===== src/rtl/uart_pkg.sv =====
// Shared UART definitions for the TX and RX paths: FSM states, parity codes and data-width helper.
package uart_pkg;

  typedef enum logic [2:0] {
    ST_IDLE,
    ST_START,
    ST_DATA,
    ST_PARITY,
    ST_STOP,
    ST_BREAK,
    ST_GUARD
  } tx_state_t;

  localparam logic [1:0] P_NONE = 2'b00;
  localparam logic [1:0] P_ODD  = 2'b01;
  localparam logic [1:0] P_EVEN = 2'b10;

  // Data field width for a ds code, clipped to the widest field the datapath carries.
  function automatic logic [3:0] data_bits(input logic [1:0] ds, input int max_w);
    logic [3:0] n;
    n = 4'(ds) + 4'd5;
    if (int'(n) > max_w) n = 4'(max_w);
    return n;
  endfunction

endpackage


===== src/rtl/uart_fifo.sv =====
// Synchronous FIFO with push/pop and full/empty flags; pushes when full and pops when empty are ignored.
// No same-edge bypass: a pop frees a slot for pushing only from the following cycle.
module uart_fifo #(
  parameter int DEPTH = 4,
  parameter int WIDTH = 8
) (
  input  logic             clk,
  input  logic             rst,
  input  logic             push,
  input  logic [WIDTH-1:0] push_data,
  input  logic             pop,
  output logic [WIDTH-1:0] pop_data,
  output logic             full,
  output logic             empty
);

  localparam int AW = $clog2(DEPTH);
  localparam logic [AW:0] FULL_CNT = (AW+1)'(DEPTH);

  logic [WIDTH-1:0] mem [DEPTH];
  logic [AW-1:0]    wr_ptr;
  logic [AW-1:0]    rd_ptr;
  logic [AW:0]      count;
  logic             do_push;
  logic             do_pop;

  assign do_push  = push && !full;
  assign do_pop   = pop && !empty;
  assign full     = (count == FULL_CNT);
  assign empty    = (count == '0);
  assign pop_data = mem[rd_ptr];

  always_ff @(posedge clk or posedge rst) begin
    if (rst) begin
      wr_ptr <= '0;
      rd_ptr <= '0;
      count  <= '0;
    end else begin
      if (do_push) wr_ptr <= wr_ptr + 1'b1;
      if (do_pop)  rd_ptr <= rd_ptr + 1'b1;
      case ({do_push, do_pop})
        2'b10:   count <= count + 1'b1;
        2'b01:   count <= count - 1'b1;
        default: ;
      endcase
    end
  end

  always_ff @(posedge clk) begin
    if (do_push) mem[wr_ptr] <= push_data;
  end

endmodule


===== src/rtl/uart_tx_engine.sv =====
// UART transmitter: FIFO-buffered bytes serialised as 5-8 data bits, optional parity, 1-2 stop bits,
// plus break generation; the serial line is a flop that resets (asynchronously) to idle-high.
module uart_tx_engine
  import uart_pkg::*;
#(
  parameter int MAX_DATA_W = 8,
  parameter int CLK_DIV_W  = 16,
  parameter int FIFO_DEPTH = 4
) (
  input  logic                  clk_i,
  input  logic                  rst_i,
  input  logic [CLK_DIV_W-1:0]  cr_clk_div_i,
  input  logic [1:0]            cr_ds_i,
  input  logic [1:0]            cr_p_i,
  input  logic                  cr_s_i,
  input  logic                  cr_brk_i,
  input  logic                  tx_valid_i,
  input  logic [MAX_DATA_W-1:0] tx_data_i,
  output logic                  tx_ready_o,
  output logic                  busy_o,
  output logic                  done_o,
  output logic                  uart_tx_o
);

  tx_state_t             state, state_n;
  logic [CLK_DIV_W-1:0]  baud_cnt, baud_n;
  logic [CLK_DIV_W-1:0]  div_m1, div_m1_n, cr_div_m1;
  logic [3:0]            bit_cnt, bit_n;
  logic [3:0]            nbits, nbits_n;
  logic [3:0]            frame_bits;
  logic [1:0]            par_mode, par_mode_n;
  logic                  two_stop, two_stop_n;
  logic [MAX_DATA_W-1:0] shift, shift_n;
  logic                  par, par_n;
  logic                  line_n, done_n;
  logic                  bit_end, brk_elapsed;
  logic                  fifo_pop, fifo_full, fifo_empty;
  logic [MAX_DATA_W-1:0] fifo_data;

  uart_fifo #(
    .DEPTH (FIFO_DEPTH),
    .WIDTH (MAX_DATA_W)
  ) u_fifo (
    .clk       (clk_i),
    .rst       (rst_i),
    .push      (tx_valid_i),
    .push_data (tx_data_i),
    .pop       (fifo_pop),
    .pop_data  (fifo_data),
    .full      (fifo_full),
    .empty     (fifo_empty)
  );

  assign tx_ready_o = !fifo_full;
  assign cr_div_m1  = (cr_clk_div_i == '0) ? '0 : cr_clk_div_i - 1'b1;
  assign bit_end    = (baud_cnt == '0);

  // Break must last at least one frame of the latched format; bit_cnt counts elapsed bit periods.
  assign frame_bits  = 4'd2 + nbits + {3'b000, par_mode != P_NONE} + {3'b000, two_stop};
  assign brk_elapsed = (bit_cnt == frame_bits) || (bit_end && (bit_cnt == frame_bits - 4'd1));

  always_comb begin
    state_n    = state;
    div_m1_n   = div_m1;
    nbits_n    = nbits;
    par_mode_n = par_mode;
    two_stop_n = two_stop;
    shift_n    = shift;
    par_n      = par;
    bit_n      = bit_cnt;
    done_n     = 1'b0;
    fifo_pop   = 1'b0;
    line_n     = 1'b1;
    baud_n     = bit_end ? div_m1 : baud_cnt - 1'b1;

    case (state)
      ST_IDLE: begin
        baud_n = cr_div_m1;
        bit_n  = '0;
        if (cr_brk_i || !fifo_empty) begin
          div_m1_n   = cr_div_m1;
          nbits_n    = data_bits(cr_ds_i, MAX_DATA_W);
          par_mode_n = cr_p_i;
          two_stop_n = cr_s_i;
          if (cr_brk_i) begin
            state_n = ST_BREAK;
          end else begin
            fifo_pop = 1'b1;
            shift_n  = fifo_data;
            par_n    = 1'b0;
            state_n  = ST_START;
          end
        end
      end
      ST_START: begin
        if (bit_end) state_n = ST_DATA;
      end
      ST_DATA: begin
        if (bit_end) begin
          par_n   = par ^ shift[0];
          shift_n = shift >> 1;
          if (bit_cnt == nbits - 4'd1) begin
            bit_n   = '0;
            state_n = (par_mode != P_NONE) ? ST_PARITY : ST_STOP;
          end else begin
            bit_n = bit_cnt + 4'd1;
          end
        end
      end
      ST_PARITY: begin
        if (bit_end) state_n = ST_STOP;
      end
      ST_STOP: begin
        if (bit_end) begin
          if (two_stop && (bit_cnt == '0)) begin
            bit_n = 4'd1;
          end else begin
            state_n = ST_IDLE;
            done_n  = 1'b1;
          end
        end
      end
      ST_BREAK: begin
        if (bit_end && (bit_cnt != frame_bits)) bit_n = bit_cnt + 4'd1;
        if (!cr_brk_i && brk_elapsed) begin
          state_n = ST_GUARD;
          baud_n  = div_m1;
          bit_n   = '0;
        end
      end
      ST_GUARD: begin
        if (bit_end) state_n = ST_IDLE;
      end
      default: state_n = ST_IDLE;
    endcase

    // The line flop carries the level of the state being entered.
    case (state_n)
      ST_START, ST_BREAK: line_n = 1'b0;
      ST_DATA:            line_n = shift_n[0];
      ST_PARITY:          line_n = par_n ^ (par_mode_n == P_ODD);
      default:            line_n = 1'b1;
    endcase
  end

  always_ff @(posedge clk_i or posedge rst_i) begin
    if (rst_i) begin
      state     <= ST_IDLE;
      baud_cnt  <= '0;
      div_m1    <= '0;
      nbits     <= 4'd5;
      par_mode  <= P_NONE;
      two_stop  <= 1'b0;
      shift     <= '0;
      par       <= 1'b0;
      bit_cnt   <= '0;
      uart_tx_o <= 1'b1;
      done_o    <= 1'b0;
      busy_o    <= 1'b0;
    end else begin
      state     <= state_n;
      baud_cnt  <= baud_n;
      div_m1    <= div_m1_n;
      nbits     <= nbits_n;
      par_mode  <= par_mode_n;
      two_stop  <= two_stop_n;
      shift     <= shift_n;
      par       <= par_n;
      bit_cnt   <= bit_n;
      uart_tx_o <= line_n;
      done_o    <= done_n;
      busy_o    <= (state != ST_IDLE) || !fifo_empty;
    end
  end

endmodule


===== config.mk =====
export PLATFORM = sky130hd
export DESIGN_NAME = uart_tx_engine
export DESIGN_NICKNAME = d
export VERILOG_FILES = /design/src/rtl/uart_pkg.sv /design/src/rtl/uart_fifo.sv /design/src/rtl/uart_tx_engine.sv
export SDC_FILE = /design/constraint.sdc
export NUM_CORES = 1
export LEC_CHECK = 0
export ABC_AREA = 1
export CORE_ASPECT_RATIO = 0.6
export CORE_MARGIN = 10
export CORE_UTILIZATION = 50
export CTS_CLUSTER_SIZE = 28
export DETAILED_ROUTE_END_ITERATION = 8
export PLACE_DENSITY = 0.75
export SLEW_MARGIN = 20
export SYNTH_ARGS = -nofsm -noshare
export SYNTH_HDL_FRONTEND = slang
export SYNTH_SLANG_ARGS = --single-unit

===== constraint.sdc =====
create_clock -name clk_i -period 6.1 [get_ports clk_i]
set_input_delay 0.61 -clock clk_i [delete_from_list [all_inputs] [get_ports clk_i]]
set_output_delay 0.61 -clock clk_i [all_outputs]
set_load 0.02 [all_outputs]

==> results.rst, run 1 <==
.. list-table::
   :header-rows: 1

   * - Metric
     - Value
   * - Count of buffers added by post-CTS timing repair for setup
     - 0
   * - Global-route usage over all layers
     - 17.6%
   * - Antenna violations before repair
     - 0
   * - Critical path endpoint category
     - flop
   * - CTS tree
     - yes
   * - Fraction of layout cells with a size suffix above 1
     - between 10% and 20%
   * - Worst setup path class
     - flop to flop
   * - Post-route fraction of the period consumed by the critical path
     - a little over half
   * - Largest net degree at the start of global routing
     - 66
   * - Crit path top cell by count
     - sky130_fd_sc_hd__inv_1
   * - Post-synthesis average cell area
     - 8.30 um2
   * - Via count of the first global-routing pass
     - approximately 4400
   * - Highest clock frequency the design can meet
     - around 0.31 GHz
   * - Via count normalized by instance count
     - between 5 and 6
   * - Status
     - finished clean
   * - Worst Setup Slack post-DPL
     - between 3 and 4 ns
   * - Number of design rule violations left after detail routing
     - 0
   * - Final weighted congestion in routability-driven placement
     - approximately 0.97
   * - Hold Fails Final Rpt
     - 0
   * - Gates resized, CTS repair
     - 0
   * - Maximum single-stage delay on the critical path
     - 0.42 ns
   * - Worst setup SP type
     - flop
   * - Setup skew after layout
     - about 0.01 ns
   * - Wirelength per Cell
     - 15.9 um
   * - Clk sinks
     - 97
   * - Power density over the cells
     - ~500 nW/um2
   * - Synthesized cell area
     - between 5000 and 6000 um2
   * - Synthesized instance count
     - a little under 700
   * - Post-route worst setup slack
     - approximately 2.9 ns
   * - Synth-to-layout area growth
     - 12.9%
   * - Worst-path fanout max
     - 11
   * - Number of placement rows
     - 29
   * - Remaining number of nets flagged by the antenna check after routing
     - 0
   * - Headroom to the max-slew limit
     - 43.4%
   * - IR drop worst, VDD
     - approximately 220 uV
   * - Number of enable flip-flop cells after synthesis
     - 32
   * - Leading cell type by number of instances after synthesis
     - sky130_fd_sc_hd__nand2_1
   * - Part of the Yosys area used for sequential elements
     - between 40% and 50%
   * - Number of I/O pins
     - 37
   * - Clock Latency Late Sink
     - ~0.35 ns
   * - Standard cell core area
     - between 10000 and 15000 um2
   * - Antenna diode instance count
     - 0
   * - Total number of vias
     - ~4700
   * - Final Max Tran Viols
     - 0
   * - # nets final
     - 760
   * - Post-synth top flop
     - sky130_fd_sc_hd__dfrtp_1
   * - Die area
     - around 16000 um2
   * - Cell accounting for the most synthesized area
     - sky130_fd_sc_hd__dfrtp_1
   * - List of cells traversed by the critical path
     - nor2_1, inv_1, fa_1, inv_1, ha_1, ha_1, xnor2_1, or2_0, nor2_1, nand2_1, nand2_2, nand2_1, nand2_2, o21ai_2, inv_1, o21bai_1
   * - Transition at the pin with the smallest max-transition slack
     - 0.845 ns
   * - Inserted Clock Buffers
     - 9
   * - Final-report setup violation count
     - 0
   * - Unique cell type count in the Yosys netlist
     - 45
   * - Wire length of the first global-routing pass
     - 22.6 mm
   * - Number of max-cap violations
     - 0
   * - Quantity of hold-fixing buffers added after cts
     - 0
   * - Count of TritonRoute iterations in the first routing pass
     - 5
   * - Net count of the mapped netlist
     - 730
   * - Worst min path class
     - flop to flop
   * - Fin crit period
     - 3.18 ns
   * - Setup repair after global routing missed its margin
     - false
   * - Worst EP arrival
     - 3.45 ns
   * - Final TNS setup
     - 0 ns
   * - Remaining Overflow, GRT
     - 0
   * - Required time reported for the critical path endpoint
     - 6.37 ns
   * - Fraction of registers with async set/reset
     - roughly 67%
   * - Half-perimeter wire length of the detailed placement result
     - a little over 10 mm
   * - Largest buffer count on any clock path
     - 2
   * - Root buffer cell
     - sky130_fd_sc_hd__clkbuf_16
   * - Effective utilization at floorplan
     - a little over half
   * - Number of synthesized register bits
     - 97
   * - Input/output buffers
     - 36
   * - Max stage delay cell, worst path
     - sky130_fd_sc_hd__fa_1
   * - Clock-pin slew on the worst setup and hold paths
     - around 0.07 ns
   * - Share of Yosys cell area claimed by the top area cell type
     - 27.5%
   * - YS warnings
     - 0
   * - Die Span Y
     - slightly above 100 um
   * - CTS H-tree lvls
     - 3
   * - List of most frequent post-synthesis cells
     - sky130_fd_sc_hd__nand2_1 (146), sky130_fd_sc_hd__inv_1 (81), sky130_fd_sc_hd__nand3_1 (63)
   * - Standby leakage power
     - roughly 3 nW
   * - Total power consumption of the routed design
     - ~0.0032 W
   * - Total non-filler cell area in the finished layout
     - between 6000 and 7000 um2
   * - DRC marker count from the first detailed-route iteration
     - between 500 and 600
   * - Chip Width
     - 157 um
   * - Total length of routed wires
     - approximately 14 mm
   * - Total cell area at the placement stage
     - 6100 um2
   * - Top area cells in the synthesized netlist
     - sky130_fd_sc_hd__dfrtp_1 (27%), sky130_fd_sc_hd__edfxtp_1 (17%), sky130_fd_sc_hd__nand2_1 (9.7%), sky130_fd_sc_hd__nand3_1 (5.6%), sky130_fd_sc_hd__inv_1 (5.4%)
-- worst max-delay path: cells and delay by family (launching register included) --
family / cells / cell delay [ns]
adders and majority gates: 3 / 0.98
and+or+nand+nor: 7 / 0.71
AOI/OAI and AO/OA: 2 / 0.46
xor gates and xnor gates: 1 / 0.15
DFF: 1 / 0.38
buffers and inverters: 3 / 0.45
-- kinds of logic (layout without fill, tap and decap cells) --
| kind of cell | Yosys count | in the layout | share of synthesized area, % |
|---|---|---|---|
| xor gates and xnor gates | 29 | 29 | 4.49 |
| and+or+nand+nor | 327 | 327 | 27.5 |
| adders and majority gates | 16 | 16 | 3.81 |
| AOI/OAI and AO/OA | 99 | 99 | 10.2 |
| buffers and inverters | 113 | 148 | 8.08 |
| DFF | 97 | 97 | 45.8 |
-- layer usage --
layer	wire (um)	part of all wire [%]	vias up	GRT usage, %
met2	5350	39	177	23.5
met3	1070	7.9	14	4.49
met5	0	0	-	0
li1	-	-	2292	-
met4	110	0.81	0	3.65
met1	7080	52	2190	27.4
-- layout make-up --
cell class,count,area (um2)
repair buffers,38,375
well taps,139,174
clock buffers,9,225
multi-input cells,471,2600
flip-flops and latches,97,2590
fillers,913,4430
inverters,94,353
clock inverters,7,60.1
-- worst paths after layout --
| check | startpoint | slack (ns) | endpoint | cells after the start |
|---|---|---|---|---|
| min reg2reg | u_fifo.count[0]$_DFFE_PP0P_ | 0.47 | u_fifo.count[0]$_DFFE_PP0P_ | 1 |
| max in group asynchronous | rst_i | 4.73 | div_m1[2]$_DFFE_PP0P_ | 3 |
| max reg2reg | par_mode[1]$_DFF_PP0_ | 2.92 | baud_cnt[12]$_DFF_PP0_ | 16 |
| min | u_fifo.count[0]$_DFFE_PP0P_ | 0.47 | u_fifo.count[0]$_DFFE_PP0P_ | 1 |
| max | par_mode[1]$_DFF_PP0_ | 2.92 | baud_cnt[12]$_DFF_PP0_ | 16 |
| min in group asynchronous | rst_i | 0.82 | shift[3]$_DFFE_PP0P_ | 3 |
-- registers in the layout (all words and copies together) (netlist names) --
name and flops:
u_fifo.mem 32, baud_cnt 16, div_m1 16, shift 8, bit_cnt 4, nbits 4, state 3, u_fifo.count 3
par_mode 2, u_fifo.rd_ptr 2, u_fifo.wr_ptr 2, busy_o 1, done_o 1, par 1, two_stop 1, uart_tx_o 1
-- report_power, final --
part / total, W / internal (W) / switching [W]
registers: 0.00113 / 0.000928 / 0.000201
clock network: 0.000548 / 0.000284 / 0.000264
logic: 0.00152 / 0.000542 / 0.000974
total: 0.00319 / 0.00175 / 0.00144
-- layout by cell type, fill, tap and decap left out, drive strengths merged, types with 2 or more instances in the layout --
master	Yosys	final
nand2	154	154
inv	92	95
nor2	75	75
nand3	71	71
dfrtp	62	62
o21ai	57	57
clkdlybuf4s50	0	36
edfxtp	32	32
xor2	17	17
ha	14	14
xnor2	12	12
a21oi	12	12
o22ai	9	9
clkbuf	8	9
or2	9	9
nand4	9	9
o21bai	6	6
o221ai	6	6
nor3	6	6
clkinv	2	4
dfstp	3	3
nor4	3	3
a31oi	2	2
o31ai	2	2
o211ai	2	2
fa	2	2
clkinvlp	0	2
buf	11	2
-- metrics by stage --
stage	instances	hold slack [ns]	util (%)
2_1_floorplan	681	0.437	-
3_3_place_gp	839	0.456	56.4
3_5_place_dp	839	0.457	56.4
4_1_cts	855	0.469	59.0
5_1_grt	855	0.507	59.0
6_report	855	0.468	59.0
Power figures use the tool's default switching activity.
==> inputs of run 2 (changes only) <==
- clock period: 6.1 -> 3.05 ns (I/O delays scaled with it)
==> results.rst, run 2 (synthesis gave the netlist of run 1 again) <==
.. list-table::
   :header-rows: 1

   * - Metric
     - Value
   * - Worst-path fanout max
     - 4 (-7)
   * - Die Span Y
     - 102 um (unchanged)
   * - Status
     - finished clean
   * - Hold Fails Final Rpt
     - 0 (unchanged)
   * - Chip Width
     - 157 um (unchanged)
   * - List of cells traversed by the critical path
     - nor2_4, inv_1, fa_2, inv_1, ha_1, ha_1, xnor2_1, or2_0, nor2_1, nand2_1, nand2_2, nand2_1, nand2_4, o21ai_1, nand3_1, o21ai_1
   * - Number of buffers and inverters on the critical path
     - 2 (-1)
   * - Total number of vias
     - 4834 (+3.4%)
   * - Inserted Clock Buffers
     - 9 (unchanged)
   * - Fin crit period
     - 2.87 ns (-0.317 ns)
   * - Cell class contributing the biggest share of worst-path delay
     - adder cells
   * - Critical path endpoint category
     - flop
   * - Clock Latency Late Sink
     - 0.35 ns (about the same)
   * - Number of placement rows
     - 29 (unchanged)
   * - Remaining number of nets flagged by the antenna check after routing
     - 0 (unchanged)
   * - Total power consumption of the routed design
     - 0.00681 W (+110%)
   * - Die area
     - 16100 um2 (unchanged)
   * - Final Max Tran Viols
     - 0 (unchanged)
   * - Via count normalized by instance count
     - 5.61 (+2.6%)
   * - Synth-to-layout area growth
     - 16.0%
   * - Headroom to the max-slew limit
     - 46.3% (+2.9 points)
   * - Worst setup SP type
     - flop
   * - Worst Setup Slack post-DPL
     - -0.0397 ns (-3.05 ns)
   * - Antenna diode instance count
     - 0 (unchanged)
   * - Clk sinks
     - 97 (unchanged)
   * - DRC marker count from the first detailed-route iteration
     - 492 (-6.3%)
   * - Count of TritonRoute iterations in the first routing pass
     - 5 (unchanged)
   * - Standard cell core area
     - 10800 um2 (unchanged)
   * - Power density over the cells
     - 1040 nW/um2 (+110%)
   * - CTS H-tree lvls
     - 3 (unchanged)
   * - Number of max-cap violations
     - 0 (unchanged)
   * - Setup skew after layout
     - 0.0114 ns (+0.00137 ns)
   * - Required time reported for the critical path endpoint
     - 3.27 ns (-3.10 ns)
   * - Met2 track demand over resource in global routing
     - 24.1% (+0.65 points)
   * - Transition at the pin with the smallest max-transition slack
     - 0.802 ns (-0.0429 ns)
   * - Wirelength per Cell
     - 16.8 um (+5.4%)
   * - Effective utilization at floorplan
     - 52.3% (unchanged)
   * - Maximum single-stage delay on the critical path
     - 0.41 ns (about the same)
   * - Clock-pin slew on the worst setup and hold paths
     - 0.07 ns (about the same)
   * - Post-Route Utilization
     - 60.6% (+1.6 points)
   * - Most used routing layer
     - met1
   * - Worst EP arrival
     - 3.08 ns (-0.37 ns)
   * - IR drop worst, VDD
     - 534 uV (+140%)
   * - Via count of the first global-routing pass
     - 4410 (+1.1%)
   * - Final weighted congestion in routability-driven placement
     - 0.898 (-7.4%)
   * - Final TNS setup
     - 0 ns (unchanged)
   * - Max stage delay cell, worst path
     - sky130_fd_sc_hd__dfrtp_1
   * - Register ranked first by flip-flop count
     - u_fifo.mem
   * - Commonest cells after routing, fill and taps aside
     - sky130_fd_sc_hd__nand2_1 (146), sky130_fd_sc_hd__inv_1 (79), sky130_fd_sc_hd__nand3_1 (63), sky130_fd_sc_hd__dfrtp_1 (62), sky130_fd_sc_hd__nor2_1 (60)
   * - # nets final
     - 767 (+0.92%)
   * - CTS tree
     - yes
   * - Wire length of the first global-routing pass
     - 23.2 mm (+2.8%)
   * - Root buffer cell
     - sky130_fd_sc_hd__clkbuf_16
   * - Remaining Overflow, GRT
     - 0 (unchanged)
   * - Quantity of hold-fixing buffers added after cts
     - 0 (unchanged)
   * - Setup repair after global routing missed its margin
     - false
   * - Worst min path class
     - primary input to async pin
   * - Fraction of layout cells with a size suffix above 1
     - 12.3% (+1.3 points)
   * - Flip-flop count of the largest register, all copies and words added
     - 32 (unchanged)
   * - Largest net degree at the start of global routing
     - 28 (-58%)
   * - Worst setup path class
     - flop to flop
   * - Registers with the highest flip-flop counts
     - u_fifo.mem x32, baud_cnt x16, div_m1 x16
   * - Highest clock frequency the design can meet
     - 0.349 GHz (+11%)
   * - Number of design rule violations left after detail routing
     - 0 (unchanged)
   * - Input/output buffers
     - 36 (unchanged)
   * - Final-report setup violation count
     - 0 (unchanged)
   * - Half-perimeter wire length of the detailed placement result
     - 10.9 mm (+6.1%)
   * - Largest buffer count on any clock path
     - 2 (unchanged)
   * - Global-route usage over all layers
     - 18.1% (+0.49 points)
   * - Commonest non-fill, non-tap cell in the layout
     - sky130_fd_sc_hd__nand2_1
   * - Number of I/O pins
     - 37 (unchanged)
   * - Fraction of met1 tracks used by global routing
     - 28.2% (+0.76 points)
   * - Antenna violations before repair
     - 0 (unchanged)
   * - Global routing met3 resource utilization
     - 4.24% (-0.25 points)
   * - Total length of routed wires
     - 14.5 mm (+6.2%)
   * - Post-route fraction of the period consumed by the critical path
     - 93.9% (+42 points)
   * - Post-route worst setup slack
     - 0.185 ns (-2.73 ns)
   * - Standby leakage power
     - 2.98 nW (+2.3%)
## run 2: cell types whose count changed in the layout (fill, tap and decap cells not counted), moves of 2 or more
cell	delta
sky130_fd_sc_hd__buf_4	+4
sky130_fd_sc_hd__bufinv_16	+3
sky130_fd_sc_hd__inv_8	-2
sky130_fd_sc_hd__buf_12	+2
## run 2: final cells by class
type / count / area (um2)
Clock buffer: 9 / 225
Clock inverter: 7 / 124
Fill cell: 879 / 4260
Inverter: 94 / 360
Multi-Input combinational cell: 472 / 2640
Sequential cell: 97 / 2590
Tap cell: 139 / 174
Timing Repair Buffer: 44 / 445
## run 2: routing by layer
metal | share of wire, % | wire [um]
met4 | 1.2 | 174
met1 | 50 | 7250
met5 | 0 | 0
met2 | 40 | 5770
met3 | 8.8 | 1270
## run 2: worst paths after layout
| kind | start | to | slack (ns) | cells after the start |
|---|---|---|---|---|
| min | rst_i | busy_o$_DFF_PP0_ | 0.35 | 2 |
| max reg2reg | par_mode[1]$_DFF_PP0_ | bit_cnt[3]$_DFFE_PP0P_ | 0.18 | 16 |
| max | par_mode[1]$_DFF_PP0_ | bit_cnt[3]$_DFFE_PP0P_ | 0.18 | 16 |
| max in group asynchronous | rst_i | uart_tx_o$_DFF_PP1_ | 1.93 | 3 |
| min reg2reg | u_fifo.count[0]$_DFFE_PP0P_ | u_fifo.count[0]$_DFFE_PP0P_ | 0.46 | 1 |
| min in group clk_i | u_fifo.count[0]$_DFFE_PP0P_ | u_fifo.count[0]$_DFFE_PP0P_ | 0.46 | 1 |
## run 2: per-stage QoR
| stage | cells | hold WS [ns] | cell area (um2) |
|---|---|---|---|
| 3_3_place_gp | 843 | 0.453 | 6130 |
| 6_report | 862 | 0.353 | 6560 |
| 4_1_cts | 859 | 0.371 | 6480 |
| 3_5_place_dp | 843 | 0.456 | 6130 |
| 5_1_grt | 862 | 0.414 | 6560 |
| 2_1_floorplan | 681 | 0.370 | 5650 |
## run 2: what timing repair did
item | 4_1_cts | 5_1_grt
gates resized for setup | 1 | 9
setup endpoints to repair | 6 | 21
buffers inserted | 0 | 2
cloned | 0 | 1
## run 2: power breakdown
part | total (W) | internal (W) | switching [W]
clock | 0.00132 | 0.000809 | 0.000508
combinational | 0.00322 | 0.00115 | 0.00207
sequential | 0.00227 | 0.00186 | 0.000415
total | 0.00681 | 0.00382 | 0.00299
==> inputs of run 3 (changes only) <==
- PLACE_DENSITY: 0.75 -> 0.78
- clock period: 3.05 -> 2.4 ns (I/O delays scaled with it)
==> results.rst, run 3 (synthesis gave the netlist of run 1 again) <==
.. list-table::
   :header-rows: 1

   * - Metric
     - Value
   * - Status
     - complete, but fails checks
   * - Failing checks
     - negative setup slack
   * - Clk sinks
     - 97 (unchanged)
   * - Count of TritonRoute iterations in the first routing pass
     - 5 (unchanged)
   * - Number of buffers and inverters on the critical path
     - 3 (+1)
   * - Input/output buffers
     - 36 (unchanged)
   * - Antenna violations before repair
     - 0 (unchanged)
   * - Registers with the highest flip-flop counts
     - u_fifo.mem x32, baud_cnt x16, div_m1 x16
   * - Hold Fails Final Rpt
     - 0 (unchanged)
   * - Maximum single-stage delay on the critical path
     - 0.40 ns (about the same)
   * - Standby leakage power
     - 3.16 nW (+5.9%)
   * - Max stage delay cell, worst path
     - sky130_fd_sc_hd__dfrtp_1
   * - Area of combinational cells with multiple inputs
     - 2750 um2 (+4.4%)
   * - Number of max-cap violations
     - 0 (unchanged)
   * - Number of placement rows
     - 29 (unchanged)
   * - Commonest cells after routing, fill and taps aside
     - sky130_fd_sc_hd__nand2_1 (138), sky130_fd_sc_hd__inv_1 (78), sky130_fd_sc_hd__dfrtp_1 (62), sky130_fd_sc_hd__nor2_1 (59), sky130_fd_sc_hd__nand3_1 (51)
   * - Crit path top cell by count
     - sky130_fd_sc_hd__nand2_2
   * - Synth-to-layout area growth
     - 21.2%
   * - Die Span Y
     - 102 um (unchanged)
   * - Final TNS setup
     - -4.46 ns (-4.46 ns)
   * - Final-report setup violation count
     - 22 (+22)
   * - Antenna diode instance count
     - 0 (unchanged)
   * - Startpoint of the lowest-slack register-to-register path
     - par_mode[1]$_DFF_PP0_
   * - Total non-filler cell area in the finished layout
     - 6850 um2 (+4.5%)
   * - Number of design rule violations left after detail routing
     - 0 (unchanged)
   * - Fraction of layout cells with a size suffix above 1
     - 18.8% (+6.5 points)
   * - Total cell area at the placement stage
     - 6340 um2 (+3.5%)
   * - Clock-pin slew on the worst setup and hold paths
     - 0.08 ns (about the same)
   * - Inserted Clock Buffers
     - 9 (unchanged)
   * - Chip Width
     - 157 um (unchanged)
   * - Fin crit period
     - 2.67 ns (-0.198 ns)
   * - Root buffer cell
     - sky130_fd_sc_hd__clkbuf_16
   * - Via count of the first global-routing pass
     - 4672 (+5.9%)
   * - Flip-flop count of the largest register, all copies and words added
     - 32 (unchanged)
   * - Sequential cell area
     - 2590 um2 (unchanged)
   * - Quantity of hold-fixing buffers added after cts
     - 0 (unchanged)
   * - DRC marker count from the first detailed-route iteration
     - 422 (-14%)
   * - Total length of routed wires
     - 14.9 mm (+3.1%)
   * - Required time reported for the critical path endpoint
     - 2.64 ns (-0.63 ns)
   * - Post-route worst setup slack
     - -0.267 ns (-0.452 ns)
   * - # nets final
     - 793 (+3.4%)
   * - Effective utilization at floorplan
     - 52.3% (unchanged)
   * - Total number of vias
     - 4897 (+1.3%)
   * - Largest net degree at the start of global routing
     - 66 (+140%)
   * - CTS tree
     - yes
   * - Power density over the cells
     - 1320 nW/um2 (+27%)
   * - Final Max Tran Viols
     - 0 (unchanged)
   * - Clock Latency Late Sink
     - 0.35 ns (about the same)
   * - Number of I/O pins
     - 37 (unchanged)
   * - Worst setup SP type
     - flop
   * - Final weighted congestion in routability-driven placement
     - 0.911 (+1.5%)
   * - Commonest non-fill, non-tap cell in the layout
     - sky130_fd_sc_hd__nand2_1
   * - Headroom to the max-slew limit
     - 62.0% (+16 points)
   * - List of cells traversed by the critical path
     - nor2_2, inv_1, fa_2, inv_2, ha_4, ha_4, xnor2_1, or2_0, nor2_1, nand2_1, nand2_2, nand2_2, nand2_4, o21ai_4, buf_6, nand2_2, nand3_2
   * - Remaining number of nets flagged by the antenna check after routing
     - 0 (unchanged)
   * - CTS H-tree lvls
     - 3 (unchanged)
   * - IR drop worst, VDD
     - 851 uV (+59%)
   * - Cell class contributing the biggest share of worst-path delay
     - simple AND/OR/NAND/NOR gates
   * - Highest clock frequency the design can meet
     - 0.375 GHz (+7.4%)
   * - R2R Setup Slk
     - -0.27 ns (-0.45 ns)
   * - Wirelength per Cell
     - 16.8 um (about the same)
   * - Register ranked first by flip-flop count
     - u_fifo.mem
   * - Global-route usage over all layers
     - 18.8% (+0.77 points)
   * - Transition at the pin with the smallest max-transition slack
     - 0.568 ns (-0.235 ns)
   * - Filler cells
     - 895 (+1.8%)
   * - Setup skew after layout
     - 0.00922 ns (-0.00218 ns)
   * - Via count normalized by instance count
     - 5.51 (-1.7%)
   * - Remaining Overflow, GRT
     - 0 (unchanged)
   * - Worst min path class
     - primary input to async pin
   * - Critical path endpoint category
     - flop
   * - Largest buffer count on any clock path
     - 2 (unchanged)
   * - Half-perimeter wire length of the detailed placement result
     - 11.2 mm (+2.6%)
   * - Worst reg2reg path depth
     - 17 (+1)
   * - Worst EP arrival
     - 2.91 ns (-0.17 ns)
   * - Worst-path fanout max
     - 5 (+1)
   * - Setup repair after global routing missed its margin
     - true
   * - Post-route fraction of the period consumed by the critical path
     - 111% (+17 points)
   * - Standard cell core area
     - 10800 um2 (unchanged)
   * - Reg-to-reg critical path endpoint
     - baud_cnt[15]$_DFF_PP0_
   * - Die area
     - 16100 um2 (unchanged)
   * - Worst setup path class
     - flop to flop
   * - Wire length of the first global-routing pass
     - 24.1 mm (+3.9%)
## run 3: cell type report
| cell class | instances | share of cell area, % |
|---|---|---|
| repair buffers | 71 | 9.57 |
| inverters | 94 | 5.22 |
| flip-flops and latches | 97 | 37.8 |
| well taps | 139 | 2.54 |
| clock inverters | 7 | 1.39 |
| multi-input cells | 471 | 40.2 |
| clock buffers | 9 | 3.29 |
## run 3: timing repair
action                     4_1_cts  5_1_grt
gates cloned                     1        0
setup endpoints to repair       23       24
pin swaps                        4        4
setup buffers                    4        1
resized for setup               24        9
## run 3: worst max path at each step
| stage | from | end | slack, ns | depth (start not counted) |
|---|---|---|---|---|
| finish | par_mode[1]$_DFF_PP0_ | baud_cnt[15]$_DFF_PP0_ | -0.27 | 17 |
| floorplan | par_mode[0]$_DFF_PP0_ | baud_cnt[13]$_DFF_PP0_ | -0.14 | 17 |
| detailed placement | par_mode[0]$_DFF_PP0_ | baud_cnt[3]$_DFF_PP0_ | -0.30 | 16 |
| global placement | par_mode[0]$_DFF_PP0_ | baud_cnt[13]$_DFF_PP0_ | -0.25 | 17 |
| CTS | par_mode[1]$_DFF_PP0_ | baud_cnt[3]$_DFF_PP0_ | -0.20 | 16 |
| global route | par_mode[1]$_DFF_PP0_ | baud_cnt[15]$_DFF_PP0_ | -0.40 | 17 |
## run 3: metrics by stage
stage	hold slack, ns	total power, W	setup slack [ns]	cells	util (%)
2_1_floorplan	0.305	0.00584	-0.145	681	-
3_3_place_gp	0.454	0.00689	-0.245	866	58.7
3_5_place_dp	0.472	0.00709	-0.303	866	58.7
4_1_cts	0.313	0.00888	-0.199	887	62.9
5_1_grt	0.344	0.00973	-0.403	888	63.4
6_report	0.282	0.00905	-0.267	888	63.4
## run 3: routing by layer
layer,global-route usage (%),vias up,share of wire [%]
li1,-,2351,-
met1,28.4,2349,49
met2,27.3,182,43
met3,3.86,15,7.2
met4,3.65,0,0.68
met5,0,-,0
## run 3: power breakdown
group / internal (W) / switching [W] / total [W]
combinational: 0.00183 / 0.00291 / 0.00474
sequential: 0.00236 / 0.000434 / 0.00279
clock: 0.000841 / 0.000683 / 0.00152
## run 3: worst register-to-register path, stage by stage (launching register included)
cell and delay (ns):
sky130_fd_sc_hd__dfrtp_1 0.40, sky130_fd_sc_hd__nor2_2 0.13, sky130_fd_sc_hd__inv_1 0.06, sky130_fd_sc_hd__fa_2 0.34, sky130_fd_sc_hd__inv_2 0.07, sky130_fd_sc_hd__ha_4 0.20
sky130_fd_sc_hd__ha_4 0.23, sky130_fd_sc_hd__xnor2_1 0.11, sky130_fd_sc_hd__or2_0 0.20, sky130_fd_sc_hd__nor2_1 0.08, sky130_fd_sc_hd__nand2_1 0.06, sky130_fd_sc_hd__nand2_2 0.10
sky130_fd_sc_hd__nand2_2 0.07, sky130_fd_sc_hd__nand2_4 0.08, sky130_fd_sc_hd__o21ai_4 0.08, sky130_fd_sc_hd__buf_6 0.17, sky130_fd_sc_hd__nand2_2 0.08, sky130_fd_sc_hd__nand3_2 0.06
